### src/rtl/data_sync_tx_pkg.sv
// Shared definitions for the data_sync_tx CDC launcher: FSM state encoding
// and the default counter width.
package data_sync_tx_pkg;

  typedef enum logic [1:0] {
    ST_IDLE    = 2'd0,
    ST_SETUP   = 2'd1,
    ST_ASSERT  = 2'd2,
    ST_RELEASE = 2'd3
  } tx_state_e;

  localparam int CNT_W_DEF = 8;

endpackage

### src/rtl/data_sync_tx_ack_sync.sv
// Multi-flop synchronizer that brings the destination-domain acknowledge level
// into the source clock domain.
module ack_sync #(
  parameter int STAGES = 2
) (
  input  logic clk,
  input  logic reset,
  input  logic d,
  output logic q
);

  logic [STAGES-1:0] sync_ff;

  always_ff @(posedge clk) begin
    if (!reset) begin
      sync_ff <= '0;
    end else begin
      sync_ff <= {sync_ff[STAGES-2:0], d};
    end
  end

  assign q = sync_ff[STAGES-1];

endmodule

### src/rtl/data_sync_tx.sv
// Source-side launcher for a multi-bit CDC: holds a word on unsync_bus and
// frames it with bus_enable, completing on a 4-phase ack or fixed timing.
module data_sync_tx
  import data_sync_tx_pkg::*;
#(
  parameter int BUS_WIDTH    = 8,
  parameter int NUM_STAGES   = 2,
  parameter int USE_ACK      = 1,
  parameter int SETUP_CYCLES = 1,
  parameter int HOLD_CYCLES  = 4,
  parameter int GAP_CYCLES   = 2,
  parameter int ACK_TIMEOUT  = 0,
  parameter int CNT_W        = CNT_W_DEF
) (
  input  logic                 clk,
  input  logic                 reset,
  input  logic [BUS_WIDTH-1:0] in_data,
  input  logic                 in_valid,
  output logic                 in_ready,
  input  logic                 bus_ack,
  output logic [BUS_WIDTH-1:0] unsync_bus,
  output logic                 bus_enable,
  output logic                 done,
  output logic                 timeout_err
);

  localparam bit ACK_EN = (USE_ACK != 0);
  localparam bit TO_EN  = ACK_EN && (ACK_TIMEOUT > 0);

  localparam logic [CNT_W-1:0] SETUP_LAST = CNT_W'(SETUP_CYCLES - 1);
  localparam logic [CNT_W-1:0] HOLD_LAST  = CNT_W'(HOLD_CYCLES - 1);
  localparam logic [CNT_W-1:0] GAP_LAST   = CNT_W'(GAP_CYCLES - 1);
  localparam logic [CNT_W-1:0] TO_LAST    = CNT_W'((ACK_TIMEOUT > 0) ? ACK_TIMEOUT - 1 : 0);

  function automatic logic [CNT_W-1:0] sat_inc(input logic [CNT_W-1:0] v);
    return (v == {CNT_W{1'b1}}) ? v : v + 1'b1;
  endfunction

  tx_state_e            state, state_nxt;
  logic [CNT_W-1:0]     cnt, cnt_nxt;
  logic [CNT_W-1:0]     wcnt, wcnt_nxt;
  logic                 aborted, aborted_nxt;
  logic [BUS_WIDTH-1:0] bus_nxt;
  logic                 en_nxt;
  logic                 done_nxt;
  logic                 err_nxt;
  logic                 ack_s;
  logic                 to_hit;

  ack_sync #(
    .STAGES(NUM_STAGES)
  ) u_ack_sync (
    .clk  (clk),
    .reset(reset),
    .d    (bus_ack),
    .q    (ack_s)
  );

  // Handshake: a word is taken on any rising clk edge where in_valid and
  // in_ready are both high; in_ready is high exactly while the FSM is IDLE.
  assign in_ready = (state == ST_IDLE);
  assign to_hit   = TO_EN && (wcnt >= TO_LAST);

  always_ff @(posedge clk) begin
    if (!reset) begin
      state       <= ST_IDLE;
      cnt         <= '0;
      wcnt        <= '0;
      aborted     <= 1'b0;
      unsync_bus  <= '0;
      bus_enable  <= 1'b0;
      done        <= 1'b0;
      timeout_err <= 1'b0;
    end else begin
      state       <= state_nxt;
      cnt         <= cnt_nxt;
      wcnt        <= wcnt_nxt;
      aborted     <= aborted_nxt;
      unsync_bus  <= bus_nxt;
      bus_enable  <= en_nxt;
      done        <= done_nxt;
      timeout_err <= err_nxt;
    end
  end

  always_comb begin
    state_nxt   = state;
    cnt_nxt     = sat_inc(cnt);
    wcnt_nxt    = sat_inc(wcnt);
    aborted_nxt = aborted;
    bus_nxt     = unsync_bus;
    en_nxt      = bus_enable;
    done_nxt    = 1'b0;
    err_nxt     = timeout_err;

    unique case (state)
      ST_IDLE: begin
        en_nxt = 1'b0;
        if (in_valid) begin
          bus_nxt     = in_data;
          cnt_nxt     = '0;
          aborted_nxt = 1'b0;
          state_nxt   = ST_SETUP;
        end
      end

      // >= rather than == so a stale-ack stall resumes once the ack clears,
      // even though cnt has kept counting past the setup length.
      ST_SETUP: begin
        en_nxt = 1'b0;
        if ((cnt >= SETUP_LAST) && (!ACK_EN || !ack_s)) begin
          state_nxt = ST_ASSERT;
          en_nxt    = 1'b1;
          cnt_nxt   = '0;
          wcnt_nxt  = '0;
        end
      end

      ST_ASSERT: begin
        if ((cnt >= HOLD_LAST) && (!ACK_EN || ack_s)) begin
          state_nxt = ST_RELEASE;
          en_nxt    = 1'b0;
          cnt_nxt   = '0;
          wcnt_nxt  = '0;
        end else if (to_hit) begin
          state_nxt   = ST_RELEASE;
          en_nxt      = 1'b0;
          cnt_nxt     = '0;
          wcnt_nxt    = '0;
          err_nxt     = 1'b1;
          aborted_nxt = 1'b1;
        end
      end

      // An aborted transfer still honours the gap but no longer waits on ack.
      ST_RELEASE: begin
        en_nxt = 1'b0;
        if ((cnt >= GAP_LAST) && (!ACK_EN || aborted || !ack_s)) begin
          state_nxt = ST_IDLE;
          cnt_nxt   = '0;
          done_nxt  = !aborted;
        end else if (to_hit && !aborted) begin
          err_nxt     = 1'b1;
          aborted_nxt = 1'b1;
        end
      end

      default: begin
        state_nxt = ST_IDLE;
      end
    endcase
  end

endmodule

### config.mk
export PLATFORM = sky130hd
export DESIGN_NAME = data_sync_tx
export DESIGN_NICKNAME = d
export VERILOG_FILES = /design/src/rtl/data_sync_tx_pkg.sv /design/src/rtl/data_sync_tx_ack_sync.sv /design/src/rtl/data_sync_tx.sv
export SDC_FILE = /design/constraint.sdc
export NUM_CORES = 1
export LEC_CHECK = 0
export ABC_AREA = 1
export CAP_MARGIN = 20
export CORE_MARGIN = 3
export CORE_UTILIZATION = 30
export DETAILED_ROUTE_END_ITERATION = 16
export GPL_TIMING_DRIVEN = 0
export SLEW_MARGIN = 20
export SYNTH_ARGS = -nofsm -noshare
export SYNTH_HDL_FRONTEND = slang
export SYNTH_SLANG_ARGS = --single-unit
### constraint.sdc
create_clock -name clk -period 1.5 [get_ports clk]
set_clock_uncertainty 0.15 [all_clocks]
set_input_delay 0.45 -clock clk [delete_from_list [all_inputs] [get_ports clk]]
set_output_delay 0.45 -clock clk [all_outputs]
set_load 0.05 [all_outputs]
==> metrics.txt <==
run status complete, but fails checks; failing checks negative setup slack; DR vias/cell 4.441; r2r startpoint cnt[0]; hold depth 2; Detail Route Antenna Nets 0; sequential element share of the synthesized area about two fifths; unrepaired setup endpoints after global routing yes; drt wl/cell 10.32 um; Synth Register Bits 22; CP max FO 2; input/output buffers 22; Die W 66.10 um; nets@finish ~200; Hold Path Sink u_ack_sync.sync_ff[1]; CTS sink cnt 22; Reg2Reg Depth 8; Setup crit start kind flip-flop; H-tree Lvls 1; fin crit share 108.6%; Pleak roughly 0.7 nW; Die ar. 4369 sq um; clk_lat worst skew ~0.31 ns; DR DRC count 0; Total GRT Usage 10.90%; GRT overflow 0; post-synth top area share ~41%; Cell Chain, Critical Path inv_4 -> ha_4 -> buf_8; final setup vio count 8; CTS Buf Count 3; Initial DRC Count 17; area of the core 3416 sq um; PD cells 1689 nW/um^2; Pre-Repair DR Iteration Count 4; Synth area leaders dfxtp_1 (41%), nor2_1 (11%), ha_1 (9.2%); # diodes 0; Peak Freq 0.6141 GHz; critical path endpoint category output port; Worst-path clk slew 0.13 ns; DP HPWL 1647 um; maximum clock path buffer count 2; Critical Path AT roughly 1 ns; Mapped Cells 143; Clock Tree Root clkbuf_4; CP peak stage delay around 0.37 ns; Final Hold Viols 0; syn nets 163; CTS Hold Buffers Added 0; area of the multi-input gates 634.4 sq um; placed instance area 1374 sq um; initial antenna violation count 0; Worst path slowest cell dfxtp_2; Worst Min Path Start u_ack_sync.sync_ff[0]; P&R area growth vs syn 46.54%; Finished Cell Area approximately 1600 sq um; Pins Over Slew Limit 0; FF+latch area ~460 sq um; final WL 2292 um; hold crit path type reg -> reg; pre-CTS WS -0.4846 ns; Peak VDD IR around 0.0012 V; Vias 986; initial core utilization a little under a third; Synth area leader dfxtp_1; largest net degree at the start of global routing 14; Synth Warn # 0; syn_area_per_cell 7.577 sq um; Distinct cells, synth 24; share of post-route cells with drive strength above 1 34.66%; CTS tree built; first-pass GRT wire length 3767 um; RePlAce Congestion 0.7992; Die H 66.10 um; CP Class reg -> out; minimum clock period after layout 1.628 ns; synthesized cell area 1084 sq um; fin util 46.48%; fill count 350; io pins 24; site row count 21; Max Cap Viol 0; Reg2Reg Setup Slack -0.01 ns; reg2reg end cnt[1]; vias in the first global route 957; Setup WS post-layout -0.1285 ns; WP data required 0.90 ns
placed cells by master, fill, tap and decap left out, types with 2 or more instances in the layout:
cell	instances
nor2_1	28
nand2_1	16
inv_1	15
dfxtp_1	13
o21ai_0	11
clkdlybuf4s50_1	11
buf_4	10
buf_6	8
dfxtp_2	7
nand3_1	5
inv_2	4
nand3_2	4
nor2_2	4
ha_1	4
nand4_1	3
a21oi_1	3
ha_4	3
clkbuf_4	3
inv_4	2
o21ai_2	2
nand2_2	2
a21boi_1	2
dfxtp_4	2
worst max path at each step:
stage	from	end	depth (start not counted)
floorplan	state[1]	state[0]	8
global placement	state[1]	in_ready	3
detailed placement	state[1]	in_ready	3
CTS	state[1]	in_ready	3
global route	state[1]	in_ready	3
finish	state[1]	in_ready	3
kinds of logic (layout without fill, tap and decap cells):
family	after synthesis	in the layout	synth area share, %
compound gates	18	18	9.468
xor+xnor	2	2	1.617
fa+ha+maj	8	8	9.238
buf+inv	24	57	8.661
flops	22	22	40.65
other cells	1	1	0.3461
simple gates	68	68	30.02
cell usage after synthesis:
master,instances
nor2_1,31
conb_1,1
buf_4,1
or2_2,1
nand3_1,7
nor2_2,1
a21boi_0,2
nand4_1,3
nand2_1,17
clkbuf_1,1
o21ai_0,11
nor3_1,1
nand3_4,1
dfxtp_1,22
nand3_2,2
xnor2_1,1
xor2_1,1
nor2_4,1
o21ai_2,2
nand2_2,2
inv_1,22
a21oi_1,3
nand4_2,1
ha_1,8
worst max-delay path: cells and delay by family (launching register included):
family	cells	cell delay, ns
buf+inv	2	0.18
fa+ha+maj	1	0.16
flops	1	0.37
state kept, by name, summed over array words and instances (netlist names):
| name | flops |
|---|---|
| cnt | 8 |
| unsync_bus | 8 |
| state | 2 |
| u_ack_sync.sync_ff | 2 |
| bus_enable | 1 |
| done | 1 |
layout make-up:
cell class	count	share of cell area [%]
tap	46	3.625
timing repair buffer	29	17.81
buffer	2	0.7880
clock inverter	1	1.891
clock buffer	3	1.418
multi-input combinational	97	39.95
inverter	22	5.753
sequential	22	28.76
report_power, final:
part	switching (mW)	leakage, nW	internal [mW]
clock network	0.185	0.0279	0.270
logic	0.817	0.488	0.567
registers	0.117	0.184	0.726
total	1.12	0.700	1.56
layer usage:
| layer | global-route usage, % | up-vias | wire [um] |
|---|---|---|---|
| met2 | 18.59 | 26 | 1134 |
| met4 | 5.076 | 0 | 38 |
| met5 | 0 | - | 0 |
| met1 | 12.86 | 443 | 977 |
| met3 | 2.381 | 6 | 141 |
| li1 | - | 511 | - |
per-stage QoR:
stage                     TNS (ns)  hold WS [ns]  total power, mW  instances
after global placement      -7.526        0.2663            1.898        211
final                      -0.1934        0.2900            2.681        222
after detailed placement    -7.806        0.2677            1.916        211
after floorplan                  0        0.2405            1.626        143
after global routing        -1.180        0.3337            2.859        222
after CTS                  -0.3529        0.2943            2.535        221
timing repair:
action	in CTS	in global routing
resized for setup	82	30
setup endpoints to repair	29	27
buffers inserted	6	1
pin swaps	5	5
Power figures use the tool's default switching activity.
